[src/rtl/llc_rst_flush_sequencer.sv]
// llc_rst_flush_sequencer
//
// Walks every LLC set in order and issues one set-operation per set to the
// LLC datapath. It serves either a reset walk or a flush walk. While a walk
// is in progress it publishes stall flags and the current set index, so the
// input decoder can prioritise resume work.
//
// Ports:
//   clk, rst                  clock; asynchronous active-low reset
//   rst_tb_valid/_flush/_ready
//                             reset/flush request channel (1 = flush);
//                             ready only while idle
//   hold                      blocks the first raise of op_valid
//   op_valid/_ready/_flush/_set/_last
//                             set-operation request to the datapath
//   op_done                   single-cycle completion of the accepted set-op
//   rst_stall, flush_stall    walk in progress, split by walk type
//   stalled_set               current walk position (same as op_set)
//   done_valid, done_flush    one-cycle completion pulse and its walk type
//   idle                      sequencer is idle
module llc_rst_flush_sequencer #(
  parameter int unsigned SET_BITS = 9
) (
  input  logic                clk,
  input  logic                rst,
  input  logic                rst_tb_valid,
  input  logic                rst_tb_flush,
  output logic                rst_tb_ready,
  input  logic                hold,
  output logic                op_valid,
  input  logic                op_ready,
  output logic                op_flush,
  output logic [SET_BITS-1:0] op_set,
  output logic                op_last,
  input  logic                op_done,
  output logic                rst_stall,
  output logic                flush_stall,
  output logic [SET_BITS-1:0] stalled_set,
  output logic                done_valid,
  output logic                done_flush,
  output logic                idle
);

  localparam logic [1:0] ST_IDLE  = 2'd0;
  localparam logic [1:0] ST_ISSUE = 2'd1;
  localparam logic [1:0] ST_WAIT  = 2'd2;
  localparam logic [1:0] ST_DONE  = 2'd3;

  localparam logic [SET_BITS-1:0] SET_ONE = SET_BITS'(1);

  logic [1:0]          state_q, state_d;
  logic [SET_BITS-1:0] set_q, set_d;
  logic                flush_q, flush_d;
  // Once op_valid has been shown it must remain up until op_ready, even if
  // hold rises afterwards. This flag records that the request is already out.
  logic                raised_q, raised_d;

  logic issue_valid;

  assign issue_valid = (state_q == ST_ISSUE) && (raised_q || !hold);

  always_comb begin
    state_d  = state_q;
    set_d    = set_q;
    flush_d  = flush_q;
    raised_d = raised_q;
    case (state_q)
      ST_IDLE: begin
        if (rst_tb_valid) begin
          flush_d  = rst_tb_flush;
          set_d    = '0;
          raised_d = 1'b0;
          state_d  = ST_ISSUE;
        end
      end
      ST_ISSUE: begin
        if (issue_valid && op_ready) begin
          raised_d = 1'b0;
          state_d  = ST_WAIT;
        end else begin
          raised_d = issue_valid;
        end
      end
      ST_WAIT: begin
        if (op_done) begin
          if (&set_q) begin
            state_d = ST_DONE;
          end else begin
            set_d   = set_q + SET_ONE;
            state_d = ST_ISSUE;
          end
        end
      end
      default: begin
        state_d = ST_IDLE;
      end
    endcase
  end

  always_ff @(posedge clk or negedge rst) begin
    if (!rst) begin
      state_q  <= ST_IDLE;
      set_q    <= '0;
      flush_q  <= 1'b0;
      raised_q <= 1'b0;
    end else begin
      state_q  <= state_d;
      set_q    <= set_d;
      flush_q  <= flush_d;
      raised_q <= raised_d;
    end
  end

  // Stall flags cover every non-idle state, which runs from the cycle after
  // accept through the DONE cycle.
  logic busy;
  assign busy = (state_q != ST_IDLE);

  assign rst_tb_ready = !busy;
  assign idle         = !busy;
  assign op_valid     = issue_valid;
  assign op_flush     = flush_q;
  assign op_set       = set_q;
  assign op_last      = &set_q;
  assign stalled_set  = set_q;
  assign rst_stall    = busy && !flush_q;
  assign flush_stall  = busy && flush_q;
  assign done_valid   = (state_q == ST_DONE);
  assign done_flush   = (state_q == ST_DONE) && flush_q;

endmodule

[config.mk]
export PLATFORM = sky130hd
export DESIGN_NAME = llc_rst_flush_sequencer
export DESIGN_NICKNAME = d
export VERILOG_FILES = /design/src/rtl/llc_rst_flush_sequencer.sv
export SDC_FILE = /design/constraint.sdc
export NUM_CORES = 1
export LEC_CHECK = 0
export ABC_CLOCK_PERIOD_IN_PS = 2200
export CORE_AREA = 2 2 47 49
export CTS_CLUSTER_DIAMETER = 50
export DETAILED_ROUTE_END_ITERATION = 8
export DIE_AREA = 0 0 49 51
export PLACE_DENSITY = 0.73
export SETUP_SLACK_MARGIN = 0.5
export SYNTH_ARGS = -nofsm -noshare
export SYNTH_HDL_FRONTEND = slang
export SYNTH_SLANG_ARGS = --single-unit
[constraint.sdc]
create_clock -name clk -period 2.2 [get_ports clk]
set_input_delay 0.44 -clock clk [delete_from_list [all_inputs] [get_ports clk]]
set_output_delay 0.44 -clock clk [all_outputs]
set_load 0.005 [all_outputs]
# Word-level counts from Yosys, hierarchy flattened
# Cells that the tools add are included.
[op_classes]
addsub = 1
eq_ne = 7
mux = 12
reduce_logical = 18
[op_table]
columns = ["cell", "n"]
rows = [
  ["$mux W9", 3],
  ["$pmux W9 S2", 1],
  ["$add A9 B1 Y9 const B", 1],
  ["$reduce_and A9 Y1", 1],
  ["$mux W2", 4],
  ["$ne A2 B2 Y1 const B", 3],
  ["$pmux W2 S3", 1],
  ["$reduce_bool A2 Y1", 3],
  ["$logic_and A1 B1 Y1", 5],
  ["$eq A2 B2 Y1 const B", 2],
  ["$reduce_and A2 Y1", 2],
  ["$reduce_and A4 Y1", 1],
  ["$logic_not A1 Y1", 3],
  ["$reduce_and A3 Y1", 1],
  ["$eq A2 B1 Y1 const B", 1],
  ["$logic_not A2 Y1", 1],
  ["$mux W1", 2],
  ["$ne A2 B1 Y1 const B", 1],
  ["$pmux W1 S2", 1],
  ["$logic_or A1 B1 Y1", 1],
]
[totals]
register_bits = 13
in_bits = 7
out_inout_bits = 27
elab_cells = 42

# Depth between registers and ports, before layout
# Gate-level depths: netlist (run 1).
[depth]
word_depth = 6
depth_mapped = 7
mapped_depth_nobuf = 7

# Least setup slack after synthesis (run 1)
# Ideal clock, no wire load.
[synth_path]
kind = "reg2reg"
from = "reg set_q[3] (netlist: op_set[3])"
to = "reg set_q[4] (netlist: op_set[4])"
setup_time_ns = 0.077
t_arrival_ns = 1.946
required_time_ns = 2.123
path_slack_ns = 0.176
path_stages_with_launch = 8
n_path_buf = 0
period_less_slack_ns = 2.024
cell_sequence = "dfrtp_1 and4_1 and4_1 ha_1 and4bb_4 nor2_2 or3_1 a21oi_1"
[synth_via]
elab_cells_between_ends = 7
classes_between = "add/sub: 1; eq/ne: 1; mux: 3; reduce/logical: 2"
[synth_lines]
columns = ["item", "line_no", "rtl"]
rows = [
  ["from (decl)", "52", "logic [SET_BITS-1:0] set_q, set_d;"],
  ["from (signal assigned)", "108", "set_q <= set_d;"],
  ["$reduce_and A9 Y1", "--", ""],
  ["named net op_last", "34", "output logic op_last,"],
  ["$ne A2 B2 Y1 (no line)", "--", ""],
  ["$reduce_and A4 Y1 (no line)", "--", ""],
]
# The timed path passes the listed nets, and every way through them passes these cells. The select of a mux whose other input is x is not followed.
# A chain may end at the register's enable or synchronous reset.

# Worst setup path in the final report (run 1)
[layout_path]
from = "reg set_q[1] (netlist: op_set[1])"
to = "reg set_q[7] (netlist: op_set[7])"
[layout_via]
elab_chain_cells = 4
elab_cells_between_ends = 7
classes_between = "add/sub: 1; eq/ne: 1; mux: 3; reduce/logical: 2"
[layout_lines]
columns = ["item", "line_no", "rtl"]
rows = [
  ["$add A9 B1 Y9", "89", "set_d = set_q + SET_ONE;"],
  ["$mux W9", "86", "if (&set_q) begin"],
  ["$mux W9", "85", "if (op_done) begin"],
  ["$pmux W9 S2", "67", "case (state_q)"],
]
# Parallel ways exist; a longest one is shown, timed or not. The select of a mux whose other input is x is not followed.

==> results.txt, run 1 <==
Top sig layer: met4
GP Congestion: 0.768
CTS tree: yes
Die width: 49 µm
# DRC: 0
Initial DRT Pass Iterations: 5
Post-Syn Area per Cell: 9.09 µm²
Worst Tran Pin Value: 0.608 ns
Lkg Pwr: 0.778 nW
Post-DP HPWL: 1330 µm
Reg2reg end: op_set[7]
CTS Buf Count: 3
Final instance area: 1440 µm²
Met3 WL: 167 µm
Syn nets: 95
Critical path launch point type: register
Die ar.: 2500 µm²
Number of setup violations in the final report: 0
Final antenna-violating net count: 0
Fin crit share: 0.909
Max-cap violations: 0
Clock tree sinks: 13
Port bufs: 33
Area grow syn2layout: 84.0%
Global route overflow: 0
Maximum clock frequency: 500 MHz
PwrDens: 799 nW/µm²
Fin util: 0.697
Seq/Total Area, Yosys: 0.416
Worst EP arrival: 2.17 ns
Final setup TNS: 0 ns
Routed Wire Length: 2870 µm
Outcome: complete, no violations
Largest net degree at the start of global routing: 14
Die H: 51 µm
Crit end category: register
Netlist cell types: 28
Total GRT Usage: 0.213
Max FO, Critical Path: 4
Slew Limit Headroom: 0.593
Io pins: 34
Setup CP Type: register to register
Ant. Diodes: 0
Drt initial violations: 22
Initial Util: 0.379
Mapped Area: 782 µm²
CTS clk-pin slew, worst paths: 0.09 ns
WP data required: 2.37 ns
Reg2reg start: op_set[1]
Wire per inst: 16.6 µm
Maximum VDD drop: 0.732 mV
Final nets: 155
Vias in the first global route: 861
Pins Over Slew Limit: 0
Endpoints failing hold: 0
Worst-skew pair later-pin latency: 0.28 ns
Post-Place Cell Area: 1100 µm²
Placed Cells incl. Taps: 139
Root Buffer: clkbuf_4
R2R Setup Slk: 0.20 ns
CTS Hold Buffers Added: 0
Vias/cell: 5.22
Antenna violations before repair: 0
Post-Route M1 WL: 1160 µm
Final cell count without fillers: 173
Final Skew: 0.000602 ns
Synthesized flop and latch total: 13
Post-Syn Instances: 86
Clk buf depth: 2
Synth warn: 0
Fraction of layout cells with a size suffix above 1: 0.448
Min-Delay Path Class: input port to asynchronous set/reset pin
Rows: 17
Metal2 WL: 1480 µm
Hold slack final: 0.536 ns
H-tree depth: 1
First-pass GRT wire length: 4050 µm
Via count: 903
Core ar.: 2060 µm²
Min cycle time layout: 2.00 ns
Reg2reg path depth: 8
RSZ-0062 raised after global routing: yes
-- cells in the mapped netlist, drive strengths merged --
| cell | number | area [µm²] |
|---|---|---|
| and4 | 2 | 17.5 |
| nand3 | 3 | 15.0 |
| a32o | 1 | 10.0 |
| o21ai | 6 | 30.0 |
| buf | 12 | 87.6 |
| nor2b | 1 | 6.26 |
| dfrtp | 13 | 325 |
| nor2 | 12 | 47.6 |
| o211ai | 1 | 7.51 |
| or3 | 2 | 12.5 |
| and3 | 3 | 18.8 |
| xor2 | 4 | 35.0 |
| nand2b | 1 | 6.26 |
| inv | 2 | 7.51 |
| o31ai | 2 | 15.0 |
| clkbuf | 1 | 3.75 |
| and2 | 1 | 6.26 |
| and4bb | 1 | 16.3 |
| nand3b | 1 | 7.51 |
| a21oi | 3 | 15.0 |
| mux2 | 1 | 11.3 |
| nand2 | 9 | 33.8 |
| o2111ai | 1 | 8.76 |
| ha | 2 | 25.0 |
| nor3b | 1 | 12.5 |
-- worst max-delay path by stage --
| stage | startpoint | end | cells past startpoint |
|---|---|---|---|
| 5_1_grt | op_set[1] | op_set[7] | 8 |
| 6_report | op_set[1] | op_set[7] | 8 |
| 4_1_cts | op_set[1] | op_set[5] | 7 |
| 3_5_place_dp | hold | op_valid | 5 |
| 2_1_floorplan | op_set[4] | op_set[5] | 7 |
| 3_3_place_gp | hold | op_valid | 5 |
-- sequential cells by signal (all words and copies together) (netlist names) --
signal	cells
op_set	9
state_q	2
op_flush	1
raised_q	1
-- cell type report --
| cell class | instances | area [µm²] |
|---|---|---|
| Fill cell | 154 | 624 |
| Inverter | 2 | 7.51 |
| Sequential cell | 13 | 328 |
| Clock buffer | 4 | 26.3 |
| Tap cell | 28 | 35.0 |
| Timing Repair Buffer | 68 | 602 |
| Multi-Input combinational cell | 58 | 440 |
-- logic make-up (layout without fill, tap and decap cells) --
kind of cell	after synthesis	count (layout)	synth area share
buffers and inverters	15	74	0.126
flip-flops	13	13	0.416
AND/OR/NAND/NOR	37	37	0.256
multiplexers	1	1	0.0144
XOR/XNOR	4	4	0.0448
adder cells (fa/ha/maj)	2	2	0.0320
AO/OA/AOI/OAI	14	14	0.110
-- worst max-delay path, stage by stage, from the launching register on --
cell      delay [ns]
dfrtp_1         0.40
ha_2            0.20
and4_1          0.21
ha_2            0.17
and4bb_4        0.37
buf_6           0.13
o211ai_1        0.11
xor2_1          0.21
nor2_1          0.08
-- metal layers --
layer	GRT usage	up-vias
li1	-	407
met5	0	-
met4	0.0857	0
met1	0.268	439
met2	0.374	47
met3	0.0263	10
-- repair_timing --
item	in CTS	in global routing
buffers inserted	20	10
gates resized for setup	35	33
pin swaps	15	6
endpoints found under the setup margin	25	21
-- report_power, final --
part,internal [mW],switching [mW],total (mW)
Sequential,0.281,0.0361,0.317
Combinational,0.367,0.309,0.675
Clock,0.0703,0.0865,0.157
-- metrics by stage --
| step | setup WS (ns) | power (mW) |
|---|---|---|
| after CTS | 0.236 | 1.04 |
| final | 0.201 | 1.15 |
| after global routing | 0.127 | 1.21 |
| after detailed placement | 0.137 | 0.732 |
| after global placement | 0.172 | 0.723 |
| after floorplan | 0.292 | 0.537 |
-- layout by cell type (no fill, tap or decap), types with 3 or more instances in the layout --
cell / count
dlygate4sd2_1: 9
and3_1: 3
clkbuf_2: 6
dlymetal6s2s_1: 4
nand3_1: 3
nor2_1: 10
clkdlybuf4s50_1: 13
dfrtp_1: 11
clkbuf_4: 3
buf_6: 12
xor2_1: 4
nand2_1: 3
o21ai_0: 3
nand2_2: 4
buf_4: 23
Power figures use the tool's default switching activity.
==> run 2, diff against run 1 <==
--- a/config.mk
+++ b/config.mk
@@ -6,11 +6,11 @@
 export NUM_CORES = 1
 export LEC_CHECK = 0
 export ABC_CLOCK_PERIOD_IN_PS = 2200
-export CORE_AREA = 2 2 47 49
+export CORE_AREA = 2 2 43 54
 export CTS_CLUSTER_DIAMETER = 50
 export DETAILED_ROUTE_END_ITERATION = 8
-export DIE_AREA = 0 0 49 51
-export PLACE_DENSITY = 0.73
+export DIE_AREA = 0 0 45 56
+export PLACE_DENSITY = 0.72
 export SETUP_SLACK_MARGIN = 0.5
 export SYNTH_ARGS = -nofsm -noshare
 export SYNTH_HDL_FRONTEND = slang
==> run 2 against run 1 <==
Non-clock buffer count shrank 3. Design area shrank 0.26%. Global-route usage shrank 2.9 points. Sequential share of layout area grew 0.15 points. Worst hold slack gained 0.0030 ns. Combinational power shrank 7.9%. Fmax grew 1.7%. Worst setup slack gained 0.033 ns. Sequential power grew 2%. Count of clock-buffer cells in the layout is the same.
==> results.txt, run 2 (synthesis results as in run 1) <==
Register area: 329 µm² (+0.38%)
Setup WS post-layout: 0.234 ns (+0.0328 ns)
Multi-input combinational cell area: 418 µm² (-5.1%)
Vias in the first global route: 818 (-5.0%)
Clk buf depth: 2 (unchanged)
Worst Tran Pin Value: 0.617 ns (+0.00910 ns)
Slew Limit Headroom: 0.587 (-0.00609)
Max FO, Critical Path: 5 (+1)
Min cycle time layout: 1.97 ns (-0.0328 ns)
Dpl ws: 0.119 ns (-0.0182 ns)
PwrDens: 761 nW/µm² (-4.7%)
Delay of the slowest critical-path stage: 0.42 ns (+0.02 ns)
Final nets: 152 (-1.9%)
Max reg flops: 9 (unchanged)
Die ar.: 2520 µm² (+0.84%)
CP top delay family: simple AND/OR/NAND/NOR gates
Commonest non-fill, non-tap cell in the layout: buf_4
Routed Wire Length: 2350 µm (-18%)
Ant. Diodes: 0 (unchanged)
Vias/cell: 5.23 (+0.17%)
CP max stage cell: dfrtp_1
Cells along the critical path: ha_4, and4_1, ha_2, and4bb_4, nor2_4, or3_1, a21oi_1
Worst EP arrival: 2.16 ns (about the same)
Post-Place Cell Area: 1090 µm² (-1.6%)
Pins Over Slew Limit: 0 (unchanged)
Post-DP HPWL: 1330 µm (about the same)
WP data required: 2.39 ns (+0.02 ns)
CTS Hold Buffers Added: 0 (unchanged)
Fraction of layout cells with a size suffix above 1: 0.380 (-0.0680)
Sequential Power Share: 0.295 (+0.019)
Combinational share of power: 0.569 (-0.019)
Int Pwr: 0.704 mW (-1.9%)
CTS Buf Count: 3 (unchanged)
RSZ-0062 raised after global routing: yes
Final cell count without fillers: 162 (-6.4%)
Initial DRT Pass Iterations: 4 (-1)
Final instance area: 1440 µm² (-0.26%)
Largest net degree at the start of global routing: 14 (unchanged)
Net Sw Frac: 0.355 (-0.0204)
Via count: 847 (-6.2%)
Fin crit share: 0.894 (-0.0149)
Endpoints failing hold: 0 (unchanged)
Initial Util: 0.395 (+0.0156)
CTS clk-pin slew, worst paths: 0.09 ns (about the same)
Max-cap violations: 0 (unchanged)
Wire per inst: 14.5 µm (-12%)
Psw: 0.388 mW (-10%)
CP Buf/Inv Count: 0 (-1)
Placed Cells incl. Taps: 130 (-6.5%)
Drt initial violations: 2 (-91%)
Critical path launch point type: register
CTS tree: yes
Crit end category: register
Setup CP Type: register to register
Final Skew: 0.0149 ns (+0.0143 ns)
Total power: 1.09 mW (-5.0%)
First-pass GRT wire length: 3580 µm (-12%)
Rows: 18 (+1)
# fillers: 152 (-1.3%)
Final setup TNS: 0 ns (unchanged)
Global route overflow: 0 (unchanged)
Commonest non-fill, non-tap cells in the layout: buf_4, dlymetal6s2s_1, nor2_1, dfrtp_1, clkdlybuf4s50_1
Number of setup violations in the final report: 0 (unchanged)
Fin util: 0.724 (+0.0267)
Clock tree sinks: 13 (unchanged)
Io pins: 34 (unchanged)
Maximum VDD drop: 0.550 mV (-25%)
Worst-skew pair later-pin latency: 0.28 ns (about the same)
Min-Delay Path Class: input port to asynchronous set/reset pin
GP Congestion: 0.811 (+5.6%)
Root Buffer: clkbuf_4
# DRC: 0 (unchanged)
Antenna violations before repair: 0 (unchanged)
Total GRT Usage: 0.185 (-0.0286)
Core ar.: 1980 µm² (-3.9%)
Hold slack final: 0.539 ns (+0.00303 ns)
Maximum clock frequency: 509 MHz (+1.7%)
Final antenna-violating net count: 0 (unchanged)
H-tree depth: 1 (unchanged)
Die width: 45 µm (-8.2%)
Clk pwr share: 0.136 (about the same)
Port bufs: 33 (unchanged)
Lkg Pwr: 0.926 nW (+19%)
Area grow syn2layout: 83.5%
Outcome: complete, no violations
Die H: 56 µm (+9.8%)
-- run 2: cell types whose count changed in the layout (fill, tap and decap cells not counted), moves of 2 or more --
cell | before | now
buf_6 | 12 | 7
clkbuf_2 | 6 | 1
clkdlybuf4s50_1 | 13 | 9
dlygate4sd2_1 | 9 | 6
dlymetal6s2s_1 | 4 | 15
nand2_1 | 3 | 6
nand2_4 | 2 | 0
o21ai_1 | 2 | 0
o21ai_2 | 0 | 2
-- run 2: path summary, 6_finish.rpt --
path,startpoint,endpoint,slack [ns],cells past startpoint
max in group asynchronous,rst,state_q[0],1.21,1
min in group clk,raised_q,raised_q,0.56,2
worst min register to register,raised_q,raised_q,0.56,2
worst min-delay path,rst,op_set[6],0.54,1
worst max-delay path,op_set[1],op_set[4],0.23,7
worst max register to register,op_set[1],op_set[4],0.23,7
-- run 2: what timing repair did --
action | CTS | global route
pin swaps | 7 | 11
endpoints found under the hold margin | 0 | 0
gates resized for setup | 22 | 30
setup endpoints to repair | 21 | 26
setup buffers | 18 | 10
-- run 2: area by class of cell --
| class | instances | share of cell area |
|---|---|---|
| Timing Repair Buffer | 65 | 0.439 |
| Multi-Input combinational cell | 58 | 0.291 |
| Sequential cell | 13 | 0.229 |
| Clock buffer | 4 | 0.0183 |
| Tap cell | 20 | 0.0174 |
| Inverter | 2 | 0.00523 |
-- run 2: power by group through the flow --
| stage | clock, mW | combinational [mW] | sequential (mW) |
|---|---|---|---|
| 3_5_place_dp | 0 | 0.394 | 0.338 |
| 5_1_grt | 0.162 | 0.669 | 0.329 |
| 4_1_cts | 0.148 | 0.501 | 0.322 |
| 6_report | 0.148 | 0.622 | 0.322 |
| 3_3_place_gp | 0 | 0.387 | 0.338 |
| 2_1_floorplan | 0 | 0.225 | 0.312 |
-- run 2: layer usage --
layer  part of all wire  GRT usage  vias up
met5                  0          0        -
met4              0.023     0.0714        0
met3              0.049     0.0292        8
met2               0.55      0.314       39
met1               0.38      0.223      397
li1                   -          -      403
